### src/rtl/button_event_queue.sv
// Arbitrates per-button press pulses lowest-index-first into a small FWFT FIFO
// drained by a valid/ready consumer; merged presses raise a sticky overflow flag.

module button_event_pending_cell (
    input  logic clk,
    input  logic reset_n,
    input  logic press,
    input  logic grant,
    output logic pend,
    output logic drop
);

    // A press on an ungranted pending bit merges into the existing event.
    assign drop = press & pend & ~grant;

    always_ff @(posedge clk or negedge reset_n) begin
        if (!reset_n) pend <= 1'b0;
        else          pend <= (pend & ~grant) | press;
    end

endmodule

module button_event_queue #(
    parameter int CODE_W = 2,
    parameter int ADDR_W = 3
) (
    input  logic                 clk,
    input  logic                 reset_n,
    input  logic [2**CODE_W-1:0] press,
    output logic                 evt_valid,
    output logic [CODE_W-1:0]    evt_code,
    input  logic                 evt_ready,
    output logic [ADDR_W:0]      count,
    output logic                 overflow,
    input  logic                 clr_overflow
);

    localparam int N     = 2**CODE_W;
    localparam int DEPTH = 2**ADDR_W;
    localparam logic [ADDR_W:0] DEPTH_CNT = (ADDR_W+1)'(DEPTH);

    logic [N-1:0]        pend;
    logic [N-1:0]        grant_vec;
    logic [N-1:0]        drop_vec;
    logic [CODE_W-1:0]   grant_code;
    logic                found;
    logic                push;
    logic                pop;
    logic                room;
    logic [ADDR_W-1:0]   wr_ptr;
    logic [ADDR_W-1:0]   rd_ptr;
    logic [ADDR_W:0]     count_q;
    logic [CODE_W-1:0]   mem [DEPTH];

    button_event_pending_cell u_cell [N-1:0] (
        .clk     (clk),
        .reset_n (reset_n),
        .press   (press),
        .grant   (grant_vec),
        .pend    (pend),
        .drop    (drop_vec)
    );

    assign count     = count_q;
    assign evt_valid = (count_q != '0);
    assign pop       = evt_valid & evt_ready;
    assign room      = (count_q < DEPTH_CNT);
    assign evt_code  = evt_valid ? mem[rd_ptr] : '0;

    // Only the registered pending vector is arbitrated; a pop frees a slot
    // in the same cycle, so a full queue still accepts when it is drained.
    always_comb begin
        grant_code = '0;
        found      = 1'b0;
        for (int i = 0; i < N; i++) begin
            if (pend[i] && !found) begin
                grant_code = CODE_W'(i);
                found      = 1'b1;
            end
        end
        push      = found & (room | pop);
        grant_vec = push ? ({{(N-1){1'b0}}, 1'b1} << grant_code) : '0;
    end

    always_ff @(posedge clk) begin
        if (push) mem[wr_ptr] <= grant_code;
    end

    always_ff @(posedge clk or negedge reset_n) begin
        if (!reset_n) begin
            wr_ptr   <= '0;
            rd_ptr   <= '0;
            count_q  <= '0;
            overflow <= 1'b0;
        end else begin
            if (push) wr_ptr <= wr_ptr + 1'b1;
            if (pop)  rd_ptr <= rd_ptr + 1'b1;
            case ({push, pop})
                2'b10:   count_q <= count_q + 1'b1;
                2'b01:   count_q <= count_q - 1'b1;
                default: count_q <= count_q;
            endcase
            if (|drop_vec)         overflow <= 1'b1;
            else if (clr_overflow) overflow <= 1'b0;
        end
    end

endmodule

### config.mk
export PLATFORM = sky130hd
export DESIGN_NAME = button_event_queue
export DESIGN_NICKNAME = d
export VERILOG_FILES = /design/src/rtl/button_event_queue.sv
export SDC_FILE = /design/constraint.sdc
export NUM_CORES = 1
export LEC_CHECK = 0
export ABC_CLOCK_PERIOD_IN_PS = 2300
export CORE_MARGIN = 2
export CORE_UTILIZATION = 49
export DETAILED_ROUTE_END_ITERATION = 10
export PLACE_DENSITY = 0.74
export SYNTH_ARGS = -nofsm -noshare
export SYNTH_HDL_FRONTEND = slang
export SYNTH_SLANG_ARGS = --single-unit
export TNS_END_PERCENT = 1
### constraint.sdc
create_clock -name clk -period 2.3 [get_ports clk]
set_input_delay 0.575 -clock clk [delete_from_list [all_inputs] [get_ports clk]]
set_output_delay 0.575 -clock clk [all_outputs]
set_load 0.01 [all_outputs]
==> flow_metrics.py <==
metrics = {
    "sta": {
        "slew_violations": 0,
        "hold-worst-slack_ns": 0.5268,
        "max_freq_ghz": 0.4435,
        "rsz0062_at_grt": "true",
        "layout_min_cycle_time_ns": 2.255,
        "slew-limit-headroom": 0.5026,
        "worst_pin_slew_ns": 0.7404,
        "fin_skew_ns": 0.006059,
        "setup_violations": 0,
        "fin_crit_sh": 0.9804,
        "hold_violations": 0,
        "timing.setup.tns_ns": 0,
    },
    "power_and_ir_drop": {
        "irDropWorstVdd_mv": 0.9669,
        "powerDensity_nw_per_um2": 1245,
        "power_leakage_nw": 0.6962,
    },
    "clock_network": {
        "cts_tree": "done",
        "root_buffer": "clkbuf_4",
        "htreeDepth": 2,
        "clk_latency_ns": 0.32,
        "clock_sinks": 31,
        "clock_path_buffers": 2,
        "clk_pin_slew_ns": 0.10,
        "ctsHoldBuffers": 0,
        "numCtsBuffers": 5,
    },
    "final_layout": {
        "fillers": 222,
        "antenna_cells": 0,
        "area_growth_pct": 21.59,
        "layout-drive-gt1-share": 0.2464,
        "fin_cells": 169,
        "final_nets": 150,
    },
    "route": {
        "num_vias": 942,
        "drcViolationCount": 0,
        "dr.pass1.iters": 4,
        "ant_nets": 0,
        "wl_per_cell_um": 15.27,
        "drt-initial-drc-count": 20,
        "post_drt_via_cell_ratio": 5.574,
        "wl_um": 2580,
    },
    "place": {
        "dp_hpwl_um": 1901,
        "dp.cells": 158,
        "io_buffers": 15,
        "gp_congestion": 0.7157,
    },
    "logic_synthesis": {
        "synth_edf_count": 16,
        "avgSynthCellArea_um2": 13.54,
        "synth.yosys.warnings": 0,
        "syn_nets": 120,
        "synth.most_common_cell": "edfxtp_1",
        "synth_commonest_cells": "16 x edfxtp_1, 15 x dfrtp_1, 12 x nor2_1",
        "synth_flop_cell": "edfxtp_1",
        "ys_ff_latch": 31,
        "syn_area_um2": 1449,
        "synthTopCellsByArea": "edfxtp_1 33%, dfrtp_1 26%, mux4_2 6.2%, ha_1 4.3%, nor2_1 3.1%",
        "async_reset_ff_frac": 0.4839,
        "seq_area_frac_synth": 0.5907,
        "syn-instance-count": 107,
        "synth_cell_type_count": 31,
        "yosysTopAreaCell": "edfxtp_1",
        "synth_top_area_share": 0.3316,
    },
    "setup_path": {
        "cp.arrival_ns": 1.68,
        "cp_max_fo": 2,
        "startpoint_type": "flip-flop",
        "crit_type": "flip-flop to output pin",
        "worstPathRequired_ns": 1.73,
        "cp-end-kind": "output pin",
    },
    "global_routing": {
        "grt_pass1_wl_um": 4312,
        "antenna_found_initial": 0,
        "grt_usage": 0.1756,
        "grt_pass1_vias": 995,
        "grt_overflow": 0,
        "grt_max_degree": 16,
    },
    "worst_hold_path": {
        "hold_class": "flip-flop to flip-flop",
    },
    "floorplanning": {
        "die_y_um": 58.38,
        "num_rows": 19,
        "dieArea_um2": 3408,
        "core-area_um2": 2781,
        "ioPinCount": 16,
        "initial_core_util": 0.5209,
        "die_w_um": 58.38,
    },
    "flow_run": {
        "drv_cap": 0,
    },
    "run_status": {
        "status": "completed",
    },
}
flip-flops by register name, indices dropped and copies added, names as in the netlist:
register	cells
count	4
rd_ptr	3
mem	16
overflow	1
wr_ptr	3
u_cell.pend	4
worst max-delay path, stage by stage, from the launching register on:
cell     delay [ns]
dfrtp_2        0.40
buf_4          0.13
mux4_2         0.48
mux2i_1        0.15
nor2_1         0.06
buf_2          0.13
placed cells by master, fill, tap and decap left out, types with 2 or more instances in the layout:
master,synthesis,layout
edfxtp_1,16,16
nor2_1,12,12
clkdlybuf4s50_1,0,12
dfrtp_1,15,11
buf_4,0,9
xor2_1,5,5
nand2_1,5,5
clkbuf_4,0,5
mux4_2,4,4
nand2b_1,4,4
o21ai_0,4,4
ha_1,5,4
dfrtp_2,0,4
nor3_1,3,3
inv_1,3,3
a21oi_1,3,3
mux2i_1,3,3
xnor2_1,3,3
or3_1,2,2
a21o_1,2,2
mux2_2,2,2
o211ai_1,2,2
nor4bb_1,2,2
clkbuf_1,0,2
buf_2,1,2
worst paths after layout:
kind,slack (ns),cells after the start,from,end
min,0.53,2,overflow,overflow
max reg2reg,0.15,9,count[0],count[3]
max,0.05,5,rd_ptr[0],evt_code[1]
min reg2reg,0.53,2,overflow,overflow
max in group asynchronous,1.15,1,reset_n,count[2]
min in group asynchronous,0.67,1,reset_n,count[1]
power breakdown:
group	total (mW)	leakage, nW	internal, mW	switching [mW]
clock network	0.299	0.0293	0.119	0.180
logic	0.929	0.356	0.529	0.400
registers	0.966	0.311	0.785	0.181
kinds of logic after synthesis:
kind of cell / synth area share
muxes: 0.1088
and+or+nand+nor: 0.1364
DFF: 0.5907
buffers and inverters: 0.02158
adders and majority gates: 0.04318
xor gates and xnor gates: 0.04836
AOI/OAI and AO/OA: 0.05094
per-layer routing:
layer / GRT usage / vias up / share of wire
met2: 0.2857 / 26 / 0.50
met4: 0.09302 / 0 / 0.021
met3: 0.06154 / 6 / 0.051
met1: 0.2038 / 460 / 0.42
li1: - / 450 / -
met5: 0 / - / 0
layout make-up:
class / count / area (µm²) / area share
clock inverters: 1 / 5.005 / 0.002841
well taps: 31 / 38.79 / 0.02202
repair buffers: 25 / 226.5 / 0.1286
flip-flops and latches: 31 / 860.8 / 0.4886
clock buffers: 7 / 45.04 / 0.02557
multi-input cells: 70 / 570.5 / 0.3239
inverters: 4 / 15.01 / 0.008523
metrics by stage:
| stage | cell area (µm²) | total power, mW | setup WS (ns) | util |
|---|---|---|---|---|
| finish | 1762 | 2.194 | 0.04513 | 0.6334 |
| global route | 1762 | 2.350 | -0.01870 | 0.6334 |
| CTS | 1748 | 2.211 | 0.009132 | 0.6284 |
| detailed placement | 1679 | 1.886 | -0.1804 | 0.6037 |
| global placement | 1679 | 1.822 | -0.1367 | 0.6037 |
| floorplan | 1454 | 1.523 | 0.02553 | - |
what timing repair did:
item / CTS / global route
gates resized for setup: 11 / 1
pin swaps: 1 / 2
setup buffers: 2 / 1
setup endpoints to repair: 3 / 4
cloned: 0 / 0
endpoints found under the hold margin: 0 / 0
Note: power is estimated with default switching activity, not from simulation.
